[src/rtl/alu_loader_pkg.sv]
// Shared types and constants for the ALU operand loader.
// State encodings double as the state_dbg output values.
package alu_loader_pkg;

    localparam int BYTE_W             = 8;
    localparam int DEF_OPCODE_W       = 4;
    localparam int DEF_TIMEOUT_CYCLES = 255;

    typedef enum logic [1:0] {
        S_A     = 2'd0,
        S_B     = 2'd1,
        S_OP    = 2'd2,
        S_ISSUE = 2'd3
    } state_t;

endpackage

[src/rtl/alu_loader_timer.sv]
// Inter-byte watchdog counter for the operand loader.
// expire flags the last permitted idle cycle of a partial frame.
module alu_loader_timer
    import alu_loader_pkg::*;
#(
    parameter int TIMEOUT_CYCLES = DEF_TIMEOUT_CYCLES
) (
    input  logic clk,
    input  logic rst,
    input  logic run,
    input  logic clear,
    output logic expire
);

    logic [BYTE_W-1:0] count;

    always_ff @(posedge clk) begin
        if (rst) begin
            count <= '0;
        end else if (clear) begin
            count <= '0;
        end else if (run) begin
            count <= count + 8'd1;
        end
    end

    assign expire = (count == BYTE_W'(TIMEOUT_CYCLES - 1));

endmodule

[src/rtl/alu_operand_loader.sv]
// Assembles A, B, opcode bytes into one ALU command with a
// valid/ready handshake, abort/timeout recovery and an issue counter.
module alu_operand_loader
    import alu_loader_pkg::*;
#(
    parameter int OPCODE_W       = DEF_OPCODE_W,
    parameter int TIMEOUT_CYCLES = DEF_TIMEOUT_CYCLES
) (
    input  logic                clk,
    input  logic                rst,
    input  logic                ena,
    input  logic [BYTE_W-1:0]   in_data,
    input  logic                in_valid,
    output logic                in_ready,
    input  logic                abort,
    output logic [BYTE_W-1:0]   op_a,
    output logic [BYTE_W-1:0]   op_b,
    output logic [OPCODE_W-1:0] opcode,
    output logic                out_valid,
    input  logic                out_ready,
    output logic                frame_err,
    output logic                timeout,
    output logic [BYTE_W-1:0]   frame_count,
    output logic [1:0]          state_dbg
);

    state_t state, state_nxt;
    logic   accept, xfer, run, expire, tmo, bad_op;
    logic   ld_a, ld_b, ld_op, err;

    assign in_ready  = ena & (state != S_ISSUE);
    assign accept    = in_valid & in_ready;
    assign xfer      = ena & out_ready & (state == S_ISSUE);
    assign run       = ena & ((state == S_B) | (state == S_OP));
    assign bad_op    = (in_data >> OPCODE_W) != '0;
    // A byte landing on the expiry edge wins over the watchdog.
    assign tmo       = run & expire & ~accept & ~abort;
    assign state_dbg = state;

    alu_loader_timer #(
        .TIMEOUT_CYCLES(TIMEOUT_CYCLES)
    ) u_timer (
        .clk   (clk),
        .rst   (rst),
        .run   (run),
        .clear (abort | accept | tmo),
        .expire(expire)
    );

    always_comb begin
        state_nxt = state;
        ld_a      = 1'b0;
        ld_b      = 1'b0;
        ld_op     = 1'b0;
        err       = 1'b0;
        if (abort) begin
            state_nxt = S_A;
        end else if (accept) begin
            unique case (state)
                S_A: begin
                    ld_a      = 1'b1;
                    state_nxt = S_B;
                end
                S_B: begin
                    ld_b      = 1'b1;
                    state_nxt = S_OP;
                end
                S_OP: begin
                    if (bad_op) begin
                        err       = 1'b1;
                        state_nxt = S_A;
                    end else begin
                        ld_op     = 1'b1;
                        state_nxt = S_ISSUE;
                    end
                end
                default: state_nxt = state;
            endcase
        end else if (xfer || tmo) begin
            state_nxt = S_A;
        end
    end

    always_ff @(posedge clk) begin
        if (rst) begin
            state       <= S_A;
            op_a        <= '0;
            op_b        <= '0;
            opcode      <= '0;
            out_valid   <= 1'b0;
            frame_err   <= 1'b0;
            timeout     <= 1'b0;
            frame_count <= '0;
        end else begin
            state     <= state_nxt;
            frame_err <= err;
            timeout   <= tmo;
            if (ld_a) op_a <= in_data;
            if (ld_b) op_b <= in_data;
            if (ld_op) opcode <= in_data[OPCODE_W-1:0];
            if (abort) begin
                out_valid <= 1'b0;
            end else if (ld_op) begin
                out_valid <= 1'b1;
            end else if (xfer) begin
                out_valid   <= 1'b0;
                frame_count <= frame_count + 8'd1;
            end
        end
    end

endmodule

[config.mk]
export PLATFORM = sky130hd
export DESIGN_NAME = alu_operand_loader
export DESIGN_NICKNAME = d
export VERILOG_FILES = /design/src/rtl/alu_loader_pkg.sv /design/src/rtl/alu_loader_timer.sv /design/src/rtl/alu_operand_loader.sv
export SDC_FILE = /design/constraint.sdc
export NUM_CORES = 1
export LEC_CHECK = 0
export CORE_ASPECT_RATIO = 1.1
export CORE_MARGIN = 2
export CORE_UTILIZATION = 50
export DETAILED_ROUTE_END_ITERATION = 7
export PLACE_DENSITY = 0.87
export REMOVE_ABC_BUFFERS = 1
export SLEW_MARGIN = 40
export SYNTH_ARGS = -nofsm -noshare
export SYNTH_HDL_FRONTEND = slang
export SYNTH_HIERARCHICAL = 1
export SYNTH_SLANG_ARGS = --single-unit
[constraint.sdc]
create_clock -name clk -period 5.4 [get_ports clk]
set_input_delay 1.62 -clock clk [delete_from_list [all_inputs] [get_ports clk]]
set_output_delay 1.62 -clock clk [all_outputs]
set_load 0.05 [all_outputs]
# [Yosys cells after proc, flatten, opt, wreduce, memory -nomap -nowiden]
# Index checks and enable logic that the tools add are counted.
[classes] n_addsub=2 n_eq_ne=6 mux=17 n_bitwise=15 n_reduce_logical=10
[ops] cell="$add 8x1->8 const B" count=2
[ops] cell="$mux 1" count=13
[ops] cell="$and 1x1->1" count=8
[ops] cell="$eq 8x8->1 const B" count=1
[ops] cell="$reduce_bool 8->1" count=1
[ops] cell="$mux 2" count=3
[ops] cell="$pmux 2 s3" count=1
[ops] cell="$eq 2x2->1 const B" count=2
[ops] cell="$ne 4x1->1 const B" count=1
[ops] cell="$not 1->1" count=4
[ops] cell="$reduce_bool 2->1" count=2
[ops] cell="$reduce_or 2->1" count=2
[ops] cell="$reduce_or 4->1" count=1
[ops] cell="$or 1x1->1" count=3
[ops] cell="$reduce_and 3->1" count=1
[ops] cell="$eq 2x1->1 const B" count=1
[ops] cell="$logic_not 2->1" count=1
[ops] cell="$ne 2x2->1 const B" count=1
[ops] cell="$reduce_and 2->1" count=1
[ops] cell="$logic_or 1x1->1" count=1
[word_totals] reg_bits=41 in_bits=14 out_inout_bits=34 elab_cells=59

# [Logic depth before layout (Yosys ltp)]
# Gate-level depths: netlist (run 1).
[depth] ltp_word=9 ltp_mapped=9

# [Cells and area by module]
# Netlist (run 1), hierarchy kept.
[by_module_without_submodules] mod="alu_operand_loader" n_inst=1 cells_each=164 area_per_inst_um2=1447.6 seq_area_each_um2=660.6
[by_module_without_submodules] mod="alu_loader_timer" n_inst=1 cells_each=42 area_per_inst_um2=367.9 seq_area_each_um2=160.2

# [Worst setup path after synthesis (run 1)]
# Ideal clock, no wire load.
[synth_path] kind="input-to-output" start="input port ena" end="output port in_ready" arrival_time_ns=2.462 required_ns=3.780 slack_ns=1.318 path_stages=2 path_cell_list="buf_4 > nor2b_1"
[synth_between] elab_chain_cells=1
[synth_lines] item="start, declared" line_no="alu_operand_loader.sv:11" text="input logic ena,"
[synth_lines] item="$and 1x1->1" line_no="alu_operand_loader.sv:31" text="assign in_ready = ena & (state != S_ISSUE);"
[synth_lines] item="end, declared" line_no="alu_operand_loader.sv:14" text="output logic in_ready,"
# Every way passes these cells.

# [Worst setup path after layout (run 1)]
# Same ends and word-level chain as after synthesis.

==> run summary, run 1 <==
status = completed
chip height = 67.2 um
number of synthesized flops with an enable pin = 0
crit share post-route = 0.903
gp weighted congestion = 0.785
number of CTS-inserted buffers = 5
post-route DRC violation count = 0
maximum VDD drop = 0.145 mV
largest net degree at the start of global routing = 33
Combinational Power Share = 0.087
Crit Path Max Fanout = 10
slew margin rel. = 0.454
distinct cell type count after synthesis = 37
mapped cell area = 1820 um2
Net Switching = 0.126 mW
worst-skew pair later-pin latency = 0.36 ns
highest routing layer actually used = met4
Initial Utilization = 0.532
post-route minimum period = 4.88 ns
ratio of cells with drive above 1 in the final layout = 0.0560
Setup Fix Bufs, Post-CTS = 0
final worst slack = 0.524 ns
Setup Skew = 0.0107 ns
vias in the first global route = 1408
final core occ = 0.683
FFs w/ async S/R, synth = 0
clock buffer depth = 2
crit-path leading delay family = buffers and inverters
Slew @ Worst Pin = 0.819 ns
Resized cells post-CTS = 0
Detailed Place HPWL = 2710 um
Vias = 1551
pwr dens = 213 nW/um2
Root Driver = clkbuf_4
post-route ant nets = 0
Leakage = 0.814 nW
Ant. Diodes = 0
crit end category = output port
post-route cell area = 2330 um2
Avg Inst Size Synth = 8.81 um2
Hold Violations, Final = 0
area of the core = 3410 um2
Max Cap Viol = 0
Die Span X = 61.5 um
CTS Sinks = 41
CTS tree = yes
Clock Pin Slew Worst Setup and Hold Paths = 0.11 ns
FMAX = 0.205 GHz
Critical-path top delay cell = clkdlybuf4s50_1
row count = 22
Vias/cell = 5.20
Buf/Inv on CP = 2
average wire per standard cell = 12.8 um
# setup viols final = 0
hold_ws = 0.457 ns
I/O Pins = 48
grt ovf = 0
RSZ-0062 raised after global routing = no
YS warnings = 6
crit-path cells = clkdlybuf4s50_1 > nor2b_1 > clkdlybuf4s50_1
drt total wl = 3810 um
Max Slew Vio Count = 0
H-Tree Depth = 2
P_int = 0.371 mW
DIE AREA = 4130 um2
startpoint class of the critical path = input pin
initial antenna violation count = 0
met2 routed WL = 1740 um
clock share of power = 0.298
WP data arrival = 3.26 ns
Metal-1 WL = 1750 um
switch share = 0.253
count of state elements after synthesis = 41
placed cell area = 2280 um2
Layout Nets = 270
Worst EP required = 3.78 ns
Hold/Removal Path Class = flip-flop to flip-flop
PnR Total Power = 0.497 mW
GRT Total Usage = 0.202
leading register cell type out of synthesis = dfxtp_1
PortBufs = 47
final std cells w/o fill = 298
most common cell after layout, fill and taps aside = clkdlybuf4s50_1
first-pass GRT wire length = 6150 um
Synth Instances = 206
register share of total power = 0.615
DR iter-0 viols = 94
placed instance count = 290
pre-CTS WS = 0.541 ns
setup_tns = 0 ns
met3 routed WL = 257 um
Pre-Repair DR Iteration Count = 4
part of the Yosys area used for sequential elements = 0.452
most frequent cells in the layout = clkdlybuf4s50_1, dfxtp_1, nand2_1, a21oi_1, nand3_1
area grow syn2layout = 28.3%
cell mode on critical path = clkdlybuf4s50_1
crit path kind = input pin to output port
CP max stage delay = 0.82 ns
cts-stage hold buffer count = 0
cells in the mapped netlist (all sizes together), types with 2 or more instances:
cell type	n	area [um2]
a21o	3	22.5
a21oi	21	105
and2	2	12.5
buf	5	40.0
clkbuf	6	22.5
dfxtp	41	821
ha	7	87.6
inv	4	15.0
mux2i	5	50.1
nand2	29	114
nand3	21	118
nand4	7	50.1
nand4b	2	17.5
nor2	18	67.6
nor2b	2	12.5
nor3	3	15.0
o21ai	4	20.0
or3	3	18.8
xnor2	4	35.0
xor2	7	61.3
final cells by class:
class / count / area, um2
clock buffer: 6 / 41.3
timing repair buffer: 47 / 465
tap: 48 / 60.1
inverter: 4 / 15.0
sequential: 41 / 821
fill: 293 / 1080
clock inverter: 2 / 10.0
multi-input combinational: 150 / 917
cells by family after synthesis:
| group | Yosys count | share of synthesized area |
|---|---|---|
| XOR/XNOR | 11 | 0.0531 |
| buffers and inverters | 15 | 0.0427 |
| multiplexers | 5 | 0.0276 |
| AND/OR/NAND/NOR | 95 | 0.278 |
| flip-flops | 41 | 0.452 |
| AO/OA/AOI/OAI | 32 | 0.0986 |
| adder cells (fa/ha/maj) | 7 | 0.0482 |
registers in the layout, summed over array words and instances, names as in the netlist:
| register | cells |
|---|---|
| opcode | 4 |
| out_valid | 1 |
| frame_count | 8 |
| frame_err | 1 |
| op_b | 8 |
| state_dbg | 2 |
| timeout | 1 |
| u_timer/count | 8 |
| op_a | 8 |
worst min-delay path: cells and delay by family (launching register included):
family          cells  cell delay [ns]
compound gates      1             0.05
simple gates        1             0.05
flops               1             0.32
path summary, 6_finish.rpt:
kind                             start                endpoint  slack [ns]  cells past startpoint
max reg2reg  state_dbg[0]$_SDFFE_PP0P_  opcode[1]$_SDFFE_PP0P_        3.32                      5
min reg2reg       op_b[5]$_SDFFE_PP0P_    op_b[5]$_SDFFE_PP0P_        0.46                      2
max                                ena                in_ready        0.52                      3
min               op_b[5]$_SDFFE_PP0P_    op_b[5]$_SDFFE_PP0P_        0.46                      2
power by group through the flow:
stage,registers [mW],clock network (mW),logic (mW)
final,0.306,0.148,0.0434
after global routing,0.306,0.163,0.0470
after CTS,0.306,0.152,0.0435
after detailed placement,0.313,0,0.0434
after global placement,0.313,0,0.0434
after floorplan,0.320,0,0.0124
routing by layer:
metal / global-route usage / vias up
met1: 0.254 / 693
met3: 0.0536 / 7
met4: 0.0878 / 0
met5: 0 / -
met2: 0.322 / 51
li1: - / 800
(Power assumes the default switching activity.)
==> run 2, diff against run 1 <==
==> constraint.sdc (replaced) <==
create_clock -name clk -period 5.4 [get_ports clk]
set_input_delay 1.62 -clock clk [delete_from_list [all_inputs] [get_ports clk]]
set_output_delay 1.62 -clock clk [all_outputs]
set_load 0.02 [all_outputs]
==> run summary, run 2 (synthesis results as in run 1) <==
status = completed
Ant. Diodes = 0 (unchanged)
Detailed Place HPWL = 2690 um (-0.74%)
Critical-path top delay cell = clkdlybuf4s50_1
Setup Fix Bufs, Post-CTS = 0 (unchanged)
Leakage = 0.828 nW (+1.7%)
CP max stage delay = 0.62 ns (-0.20 ns)
H-Tree Depth = 2 (unchanged)
maximum VDD drop = 0.164 mV (+13%)
Clock Pin Slew Worst Setup and Hold Paths = 0.12 ns (about the same)
initial antenna violation count = 0 (unchanged)
switch share = 0.214 (-0.0397)
Hold Violations, Final = 0 (unchanged)
pwr dens = 233 nW/um2 (+9.0%)
clock share of power = 0.375 (+0.077)
crit-path cells = clkdlybuf4s50_1 > nor2b_1 > clkdlybuf4s50_1
CTS tree = yes
DR iter-0 viols = 65 (-31%)
gp weighted congestion = 0.801 (+1.9%)
met2 routed WL = 1750 um (+0.98%)
drt total wl = 3770 um (-1.0%)
cts-stage hold buffer count = 0 (unchanged)
most common cell after layout, fill and taps aside = clkdlybuf4s50_1
number of CTS-inserted buffers = 5 (unchanged)
Max Slew Vio Count = 0 (unchanged)
slew margin rel. = 0.474 (+0.0202)
largest net degree at the start of global routing = 33 (unchanged)
GRT Total Usage = 0.190 (-0.0117)
FMAX = 0.214 GHz (+4.4%)
startpoint class of the critical path = input pin
Initial Utilization = 0.532 (unchanged)
Setup Skew = 0.0126 ns (+0.00197 ns)
row count = 22 (unchanged)
Worst EP required = 3.78 ns (about the same)
ratio of cells with drive above 1 in the final layout = 0.0560 (unchanged)
Combinational Power Share = 0.069 (-0.018)
Root Driver = clkbuf_4
post-route minimum period = 4.67 ns (-0.207 ns)
Vias/cell = 5.28 (+1.5%)
Resized cells post-CTS = 0 (unchanged)
highest routing layer actually used = met4
Hold/Removal Path Class = flip-flop to flip-flop
P_int = 0.432 mW (+16%)
chip height = 67.2 um (unchanged)
Net Switching = 0.117 mW (-6.8%)
Slew @ Worst Pin = 0.789 ns (-0.0304 ns)
final worst slack = 0.731 ns (+0.207 ns)
register share of total power = 0.556 (-0.059)
crit path kind = input pin to output port
setup_tns = 0 ns (unchanged)
area grow syn2layout = 30.2%
PortBufs = 47 (unchanged)
Fill cells = 292 (-0.34%)
worst-skew pair later-pin latency = 0.35 ns (about the same)
vias in the first global route = 1338 (-5.0%)
grt ovf = 0 (unchanged)
WP data arrival = 3.05 ns (-0.21 ns)
Max Cap Viol = 0 (unchanged)
met3 routed WL = 251 um (-2.3%)
RSZ-0062 raised after global routing = no
Layout Nets = 270 (unchanged)
Crit Path Max Fanout = 10 (unchanged)
clock buffer depth = 2 (unchanged)
post-route ant nets = 0 (unchanged)
post-route DRC violation count = 0 (unchanged)
area of the core = 3410 um2 (unchanged)
CTS Sinks = 41 (unchanged)
Pre-Repair DR Iteration Count = 5 (+1)
# setup viols final = 0 (unchanged)
most frequent cells in the layout = clkdlybuf4s50_1, dfxtp_1, nand2_1, a21oi_1, nand3_1
Metal-1 WL = 1740 um (-0.80%)
I/O Pins = 48 (unchanged)
cell mode on critical path = clkdlybuf4s50_1
first-pass GRT wire length = 5860 um (-4.7%)
Vias = 1574 (+1.5%)
Die Span X = 61.5 um (unchanged)
average wire per standard cell = 12.6 um (-1.0%)
crit share post-route = 0.865 (-0.0383)
DIE AREA = 4130 um2 (unchanged)
pre-CTS WS = 0.740 ns (+0.199 ns)
crit end category = output port
run 2: cell count changes in the layout (fill, tap and decap cells not counted), sizes merged:
| cell | previous run | this run |
|---|---|---|
| clkbuf | 6 | 7 |
| bufinv | 0 | 1 |
| clkinv | 2 | 0 |
run 2: path summary, 6_finish.rpt:
| path | from | end | slack [ns] | cells after the start |
|---|---|---|---|---|
| worst max-delay path | ena | in_ready | 0.73 | 3 |
| worst min-delay path | op_b[5]$_SDFFE_PP0P_ | op_b[5]$_SDFFE_PP0P_ | 0.46 | 2 |
| worst max register to register | state_dbg[0]$_SDFFE_PP0P_ | opcode[1]$_SDFFE_PP0P_ | 3.36 | 5 |
| worst min register to register | op_b[5]$_SDFFE_PP0P_ | op_b[5]$_SDFFE_PP0P_ | 0.46 | 2 |
run 2: critical path, delay by kind of cell:
family        cells  cell delay, ns
buf+inv           2            1.24
simple gates      1            0.19
run 2: cell type report:
type	instances	area, um2	share of cell area
clock inverters	1	30.0	0.0127
well taps	48	60.1	0.0254
clock buffers	7	55.1	0.0233
multi-input cells	150	917	0.388
flip-flops and latches	41	821	0.347
repair buffers	47	465	0.197
inverters	4	15.0	0.00635
run 2: power by group through the flow:
| stage | clock, mW | combinational (mW) | sequential [mW] |
|---|---|---|---|
| after global placement | 0 | 0.0376 | 0.313 |
| after floorplan | 0 | 0.0114 | 0.315 |
| after global routing | 0.222 | 0.0412 | 0.306 |
| after CTS | 0.211 | 0.0379 | 0.306 |
| after detailed placement | 0 | 0.0377 | 0.313 |
| final | 0.206 | 0.0379 | 0.306 |
run 2: metrics by stage:
step,cell area [um2],util,hold WS [ns],std cells,power [mW]
3_3_place_gp,2280,0.669,0.441,290,0.350
2_1_floorplan,1750,-,0.458,195,0.327
4_1_cts,2360,0.692,0.464,298,0.555
5_1_grt,2360,0.692,0.484,298,0.569
3_5_place_dp,2280,0.668,0.446,290,0.350
6_report,2360,0.692,0.459,298,0.550
run 2: per-layer routing:
layer,vias up,track usage
li1,797,-
met1,717,0.229
met2,56,0.330
met3,4,0.0594
met4,0,0.0399
met5,-,0
==> run 3, diff against run 2 <==
--- a/config.mk
+++ b/config.mk
@@ -5,11 +5,13 @@
 export SDC_FILE = /design/constraint.sdc
 export NUM_CORES = 1
 export LEC_CHECK = 0
+export CELL_PAD_IN_SITES_DETAIL_PLACEMENT = 2
+export CELL_PAD_IN_SITES_GLOBAL_PLACEMENT = 2
 export CORE_ASPECT_RATIO = 1.1
 export CORE_MARGIN = 2
-export CORE_UTILIZATION = 50
+export CORE_UTILIZATION = 30
 export DETAILED_ROUTE_END_ITERATION = 7
-export PLACE_DENSITY = 0.87
+export PLACE_DENSITY = 0.88
 export REMOVE_ABC_BUFFERS = 1
 export SLEW_MARGIN = 40
 export SYNTH_ARGS = -nofsm -noshare
==> run summary, run 3 (synthesis results as in run 1) <==
final std cells w/o fill = 328 (+10%)
number of CTS-inserted buffers = 5 (unchanged)
CTS Sinks = 41 (unchanged)
Die Span X = 78.2 um (+27%)
crit path kind = input pin to output port
setup_tns = 0 ns (unchanged)
grt ovf = 0 (unchanged)
placed instance count = 320 (+10%)
crit-path cells = clkdlybuf4s50_1 > nor2b_1 > clkdlybuf4s50_1
maximum VDD drop = 0.131 mV (-20%)
Pre-Repair DR Iteration Count = 3 (-2)
largest net degree at the start of global routing = 33 (unchanged)
FMAX = 0.215 GHz (+0.20%)
PortBufs = 47 (unchanged)
startpoint class of the critical path = input pin
Root Driver = clkbuf_8
drt total wl = 4950 um (+32%)
Layout Nets = 271 (+0.37%)
GRT Total Usage = 0.154 (-0.0358)
ratio of cells with drive above 1 in the final layout = 0.0637 (+0.00775)
initial antenna violation count = 0 (unchanged)
Detailed Place HPWL = 3710 um (+38%)
Ant. Diodes = 0 (unchanged)
CP max stage delay = 0.64 ns (+0.02 ns)
WP data arrival = 3.04 ns (about the same)
crit share post-route = 0.863 (-0.00170)
Buf/Inv on CP = 2 (unchanged)
worst flop-to-flop path startpoint = state_dbg[0]$_SDFFE_PP0P_
HP Start = op_b[6]$_SDFFE_PP0P_
area of the core = 5810 um2 (+70%)
I/O Pins = 48 (unchanged)
layer with the highest usage = met2
crit end category = output port
average wire per standard cell = 15.1 um (+19%)
status = completed
Vias = 1622 (+3.0%)
post-route minimum period = 4.66 ns (-0.00916 ns)
final core occ = 0.421 (-0.272)
clock buffer depth = 2 (unchanged)
Initial Utilization = 0.313 (-0.219)
vias in the first global route = 1643 (+23%)
Leakage = 0.839 nW (+1.3%)
R2R setup slack = 3.45 ns (+0.09 ns)
cell mode on critical path = clkdlybuf4s50_1
first-pass GRT wire length = 8180 um (+40%)
Crit Path Max Fanout = 10 (unchanged)
P_int = 0.461 mW (+6.6%)
# setup viols final = 0 (unchanged)
Max Cap Viol = 0 (unchanged)
Critical-path top delay cell = clkdlybuf4s50_1
CTS tree = yes
area grow syn2layout = 34.5%
Hold Violations, Final = 0 (unchanged)
chip height = 85.6 um (+27%)
H-Tree Depth = 2 (unchanged)
met3 usage = 0.0316 (-0.0278)
Hold/Removal Path Class = flip-flop to flip-flop
r2r endpoint = u_timer/count[1]$_SDFFE_PP0P_
crit-path leading delay family = buffers and inverters
Resized cells post-CTS = 0 (unchanged)
post-route cell area = 2440 um2 (+3.3%)
Vias/cell = 4.95 (-6.4%)
R2R cell count = 6 (+1)
slew margin rel. = 0.662 (+0.188)
met1 track demand over resource = 0.193 (-0.0359)
post-route DRC violation count = 0 (unchanged)
worst setup path endpoint = in_ready
DIE AREA = 6690 um2 (+62%)
Setup Fix Bufs, Post-CTS = 0 (unchanged)
gp weighted congestion = 0.708 (-12%)
most frequent cells in the layout = clkdlybuf4s50_1, dfxtp_1, nand2_1, a21oi_1, nand3_1
most common cell after layout, fill and taps aside = clkdlybuf4s50_1
placed cell area = 2330 um2 (+2.1%)
Setup Skew = 0.00526 ns (-0.00736 ns)
Net Switching = 0.139 mW (+18%)
switch share = 0.231 (+0.0178)
Combinational Power Share = 0.067 (-0.002)
register share of total power = 0.510 (-0.046)
critical path depth = 3 (unchanged)
DR iter-0 viols = 62 (-4.6%)
pwr dens = 245 nW/um2 (+5.5%)
clock share of power = 0.424 (+0.049)
worst-skew pair later-pin latency = 0.30 ns (-0.05 ns)
Clock Pin Slew Worst Setup and Hold Paths = 0.08 ns (-0.04 ns)
Slew @ Worst Pin = 0.506 ns (-0.283 ns)
cts-stage hold buffer count = 0 (unchanged)
Max Slew Vio Count = 0 (unchanged)
Setup crit start = ena
met2 Usage GRT = 0.264 (-0.0657)
Worst EP required = 3.78 ns (about the same)
RSZ-0062 raised after global routing = no
row count = 29 (+32%)
post-route ant nets = 0 (unchanged)
run 3: cell count changes in the layout (fill, tap and decap cells not counted):
cell             before  now
and4bb_1              1    0
and4bb_2              0    1
buf_2                 1    0
buf_4                 0    1
clkbuf_1              1    0
clkbuf_4              5    0
clkbuf_8              1    5
clkdlybuf4s50_1      46   47
clkinv_4              0    1
clkinvlp_4            0    1
run 3: worst min-delay path: stages (launching register included):
cell     delay (ns)
dfxtp_1        0.31
nand2_1        0.05
a21oi_1        0.05
run 3: layer usage:
metal  share of wire  wire [um]
met5               0          0
met4           0.016         78
met3           0.043        213
met2            0.48       2400
met1            0.46       2260
run 3: worst min-delay path by stage:
stage,endpoint,slack (ns),cells after the start
after floorplan,u_timer/count[7]$_SDFFE_PP0P_,0.46,2
after global placement,op_b[4]$_SDFFE_PP0P_,0.45,2
after detailed placement,op_a[1]$_SDFFE_PP0P_,0.45,2
after CTS,op_a[1]$_SDFFE_PP0P_,0.47,2
after global routing,op_a[5]$_SDFFE_PP0P_,0.49,2
final,op_b[6]$_SDFFE_PP0P_,0.46,2
run 3: layout make-up:
class	count	area (um2)
fill	661	3360
clock inverter	3	46.3
multi-input combinational	150	917
inverter	4	15.0
timing repair buffer	48	478
tap	77	96.3
clock buffer	5	68.8
sequential	41	821
run 3: power groups by stage:
stage          Combinational [mW]  Clock [mW]  Sequential [mW]
6_report                   0.0401       0.254            0.306
5_1_grt                    0.0438       0.275            0.306
4_1_cts                    0.0406       0.267            0.306
3_5_place_dp               0.0404           0            0.313
3_3_place_gp               0.0395           0            0.313
2_1_floorplan              0.0114           0            0.315
run 3: metrics by stage:
step           power [mW]  worst slack (ns)  hold WS, ns
5_1_grt             0.625             0.669        0.489
3_5_place_dp        0.353             0.740        0.455
6_report            0.600             0.740        0.460
2_1_floorplan       0.327              1.83        0.458
4_1_cts             0.613             0.733        0.468
3_3_place_gp        0.352             0.766        0.445
==> RTL change (config.mk and constraints of run 3) <==
The package constant `DEF_TIMEOUT_CYCLES` goes from 255 to 127.
--- a/src/rtl/alu_loader_pkg.sv
+++ b/src/rtl/alu_loader_pkg.sv
@@ -4,7 +4,7 @@
 
     localparam int BYTE_W             = 8;
     localparam int DEF_OPCODE_W       = 4;
-    localparam int DEF_TIMEOUT_CYCLES = 255;
+    localparam int DEF_TIMEOUT_CYCLES = 127;
 
     typedef enum logic [1:0] {
         S_A     = 2'd0,
Check against the original RTL: no difference found for any inputs over 10 cycles, from zero or initial values and one cycle with rst high; that may be too few to reach the edited logic, so the function may still have changed.
==> RTL change against run 3 <==
Die area is 0.13% lower. Area after synthesis shrank 0.14%. Total power is 1.5% higher. Synthesized cell count is the same. Critical path depth stayed put. Routed wire length is 7.4% higher. Worst setup slack better by 0.0088 ns. Sequential cell count stayed put. Via count increased by 1.5%. Hold slack got worse by 0.00070 ns. Sequential power about the same. Combinational power is 1% higher. Register-to-register slack worse by 0.08 ns. Design area rose by 0.10%.
==> RTL change: results (changes against run 3) <==
| Metric | Value |
|---|---|
| Outcome | `complete, no violations` |
| Via density | `5.02 (+1.5%)` |
| Initial antenna violation count | `0 (unchanged)` |
| Clock Tree Root | `clkbuf_8` |
| Vias in the first global route | `1809 (+10%)` |
| Synth top area cells | `dfxtp_1 (45%), nand2_1 (6.0%), a21oi_1 (5.8%)` |
| Initial DRC count | `56 (-9.7%)` |
| Peak supply drop | `92.8 µV (-29%)` |
| GPL Wtd Cong | `0.693 (-2.2%)` |
| Wirelength, routed | `5320 µm (+7.4%)` |
| Crit path max fanout | `10 (unchanged)` |
| Top FF cell, synth | `dfxtp_1` |
| Placed cells | `320 (unchanged)` |
| Yosys Warn Count | `6 (unchanged)` |
| Slowest stage delay, CP | `0.63 ns` |
| Post-DP HPWL | `3960 µm (+6.6%)` |
| Resize count post-CTS | `0 (unchanged)` |
| Netlist cell types | `37 (unchanged)` |
| Post-CTS Setup Bufs | `0 (unchanged)` |
| Largest net degree at the start of global routing | `33 (unchanged)` |
| Yosys top cell area share | `45.3% (+0.062 points)` |
| Max clock buf depth | `2 (unchanged)` |
| Clk pin slew, worst setup/hold paths | `0.07 ns` |
| Setup Skew | `0.00907 ns (+0.00381 ns)` |
| Total CTS buffers | `5 (unchanged)` |
| Via count | `1646 (+1.5%)` |
| Total inserted antenna cells | `0 (unchanged)` |
| P_leak | `0.842 nW (+0.35%)` |
| First-pass GRT wire length | `8820 µm (+7.9%)` |
| WP data arrival | `3.03 ns (about the same)` |
| Layout cell share with drive strength beyond 1 | `6.37% (unchanged)` |
| Pre-CTS setup slack | `0.728 ns (-0.0119 ns)` |
| Sequential area share after synthesis | `45.3% (+0.062 points)` |
| Max H-tree Level | `2 (unchanged)` |
| Placed cell areas | `2320 µm² (-0.11%)` |
| Slowest cell on the critical path | `clkdlybuf4s50_1` |
| Fillers | `656 (-0.76%)` |
| Layout Nets | `271 (unchanged)` |
| Synth cell count leaders | `dfxtp_1 (41), nand2_1 (29), a21oi_1 (21)` |
| Slew HR | `66.2% (-0.075 points)` |
| First drt pass iteration count | `4 (+1)` |
| Worst-skew pair later-pin latency | `0.30 ns (about the same)` |
| Tot GR Track Use | `16.9% (+1.5 points)` |
| Avg Cell Area, Syn | `8.80 µm² (-0.14%)` |
| PortBufs | `47 (unchanged)` |
## RTL change: changes by cell type in the layout (fill, tap and decap cells not counted)
cell      change
nor2_1        -1
nand4_1       -1
nand3_1       -1
clkinv_4      -1
nor3_1        +1
nand2_1       +2
clkbuf_8      +1
## RTL change: power by group
group	switching [mW]	internal, mW
clock network	0.112	0.150
registers	0.00137	0.304
logic	0.0223	0.0182
## RTL change: tightest hold or removal path, cell delays in order, from the launching register on
cell and delay, ns:
dfxtp_1 0.31, nand2_1 0.05, a21oi_1 0.05
## RTL change: logic make-up after synthesis
group	share of synthesized area, %
adder cells (fa/ha/maj)	4.83
buffers and inverters	4.28
AND/OR/NAND/NOR	27.7
flip-flops	45.3
XOR/XNOR	5.31
multiplexers	2.76
AO/OA/AOI/OAI	9.87
## RTL change: area by class of cell
type | count | area [µm²] | share of cell area [%]
well taps | 77 | 96.3 | 3.94
multi-input cells | 150 | 915 | 37.4
inverters | 4 | 15.0 | 0.614
repair buffers | 48 | 478 | 19.5
flip-flops and latches | 41 | 821 | 33.6
clock inverters | 2 | 37.5 | 1.54
clock buffers | 6 | 82.6 | 3.38
## RTL change: per-layer routing
| metal | part of all wire [%] | routed length (µm) | track usage, % | up-vias |
|---|---|---|---|---|
| met3 | 4.4 | 236 | 3.89 | 9 |
| met2 | 52 | 2750 | 31.0 | 43 |
| met1 | 42 | 2250 | 18.8 | 803 |
| met5 | 0 | 0 | 0 | - |
| li1 | - | - | - | 791 |
| met4 | 1.7 | 91 | 7.02 | 0 |
## RTL change: worst paths after layout
kind              slack, ns                             to                       from  cells past startpoint
hold reg to reg        0.46           op_b[4]$_SDFFE_PP0P_       op_b[4]$_SDFFE_PP0P_                      2
setup reg to reg       3.37  u_timer/count[7]$_SDFFE_PP0P_  state_dbg[0]$_SDFFE_PP0P_                      6
setup / recovery       0.75                       in_ready                        ena                      3
hold / removal         0.46           op_b[4]$_SDFFE_PP0P_       op_b[4]$_SDFFE_PP0P_                      2
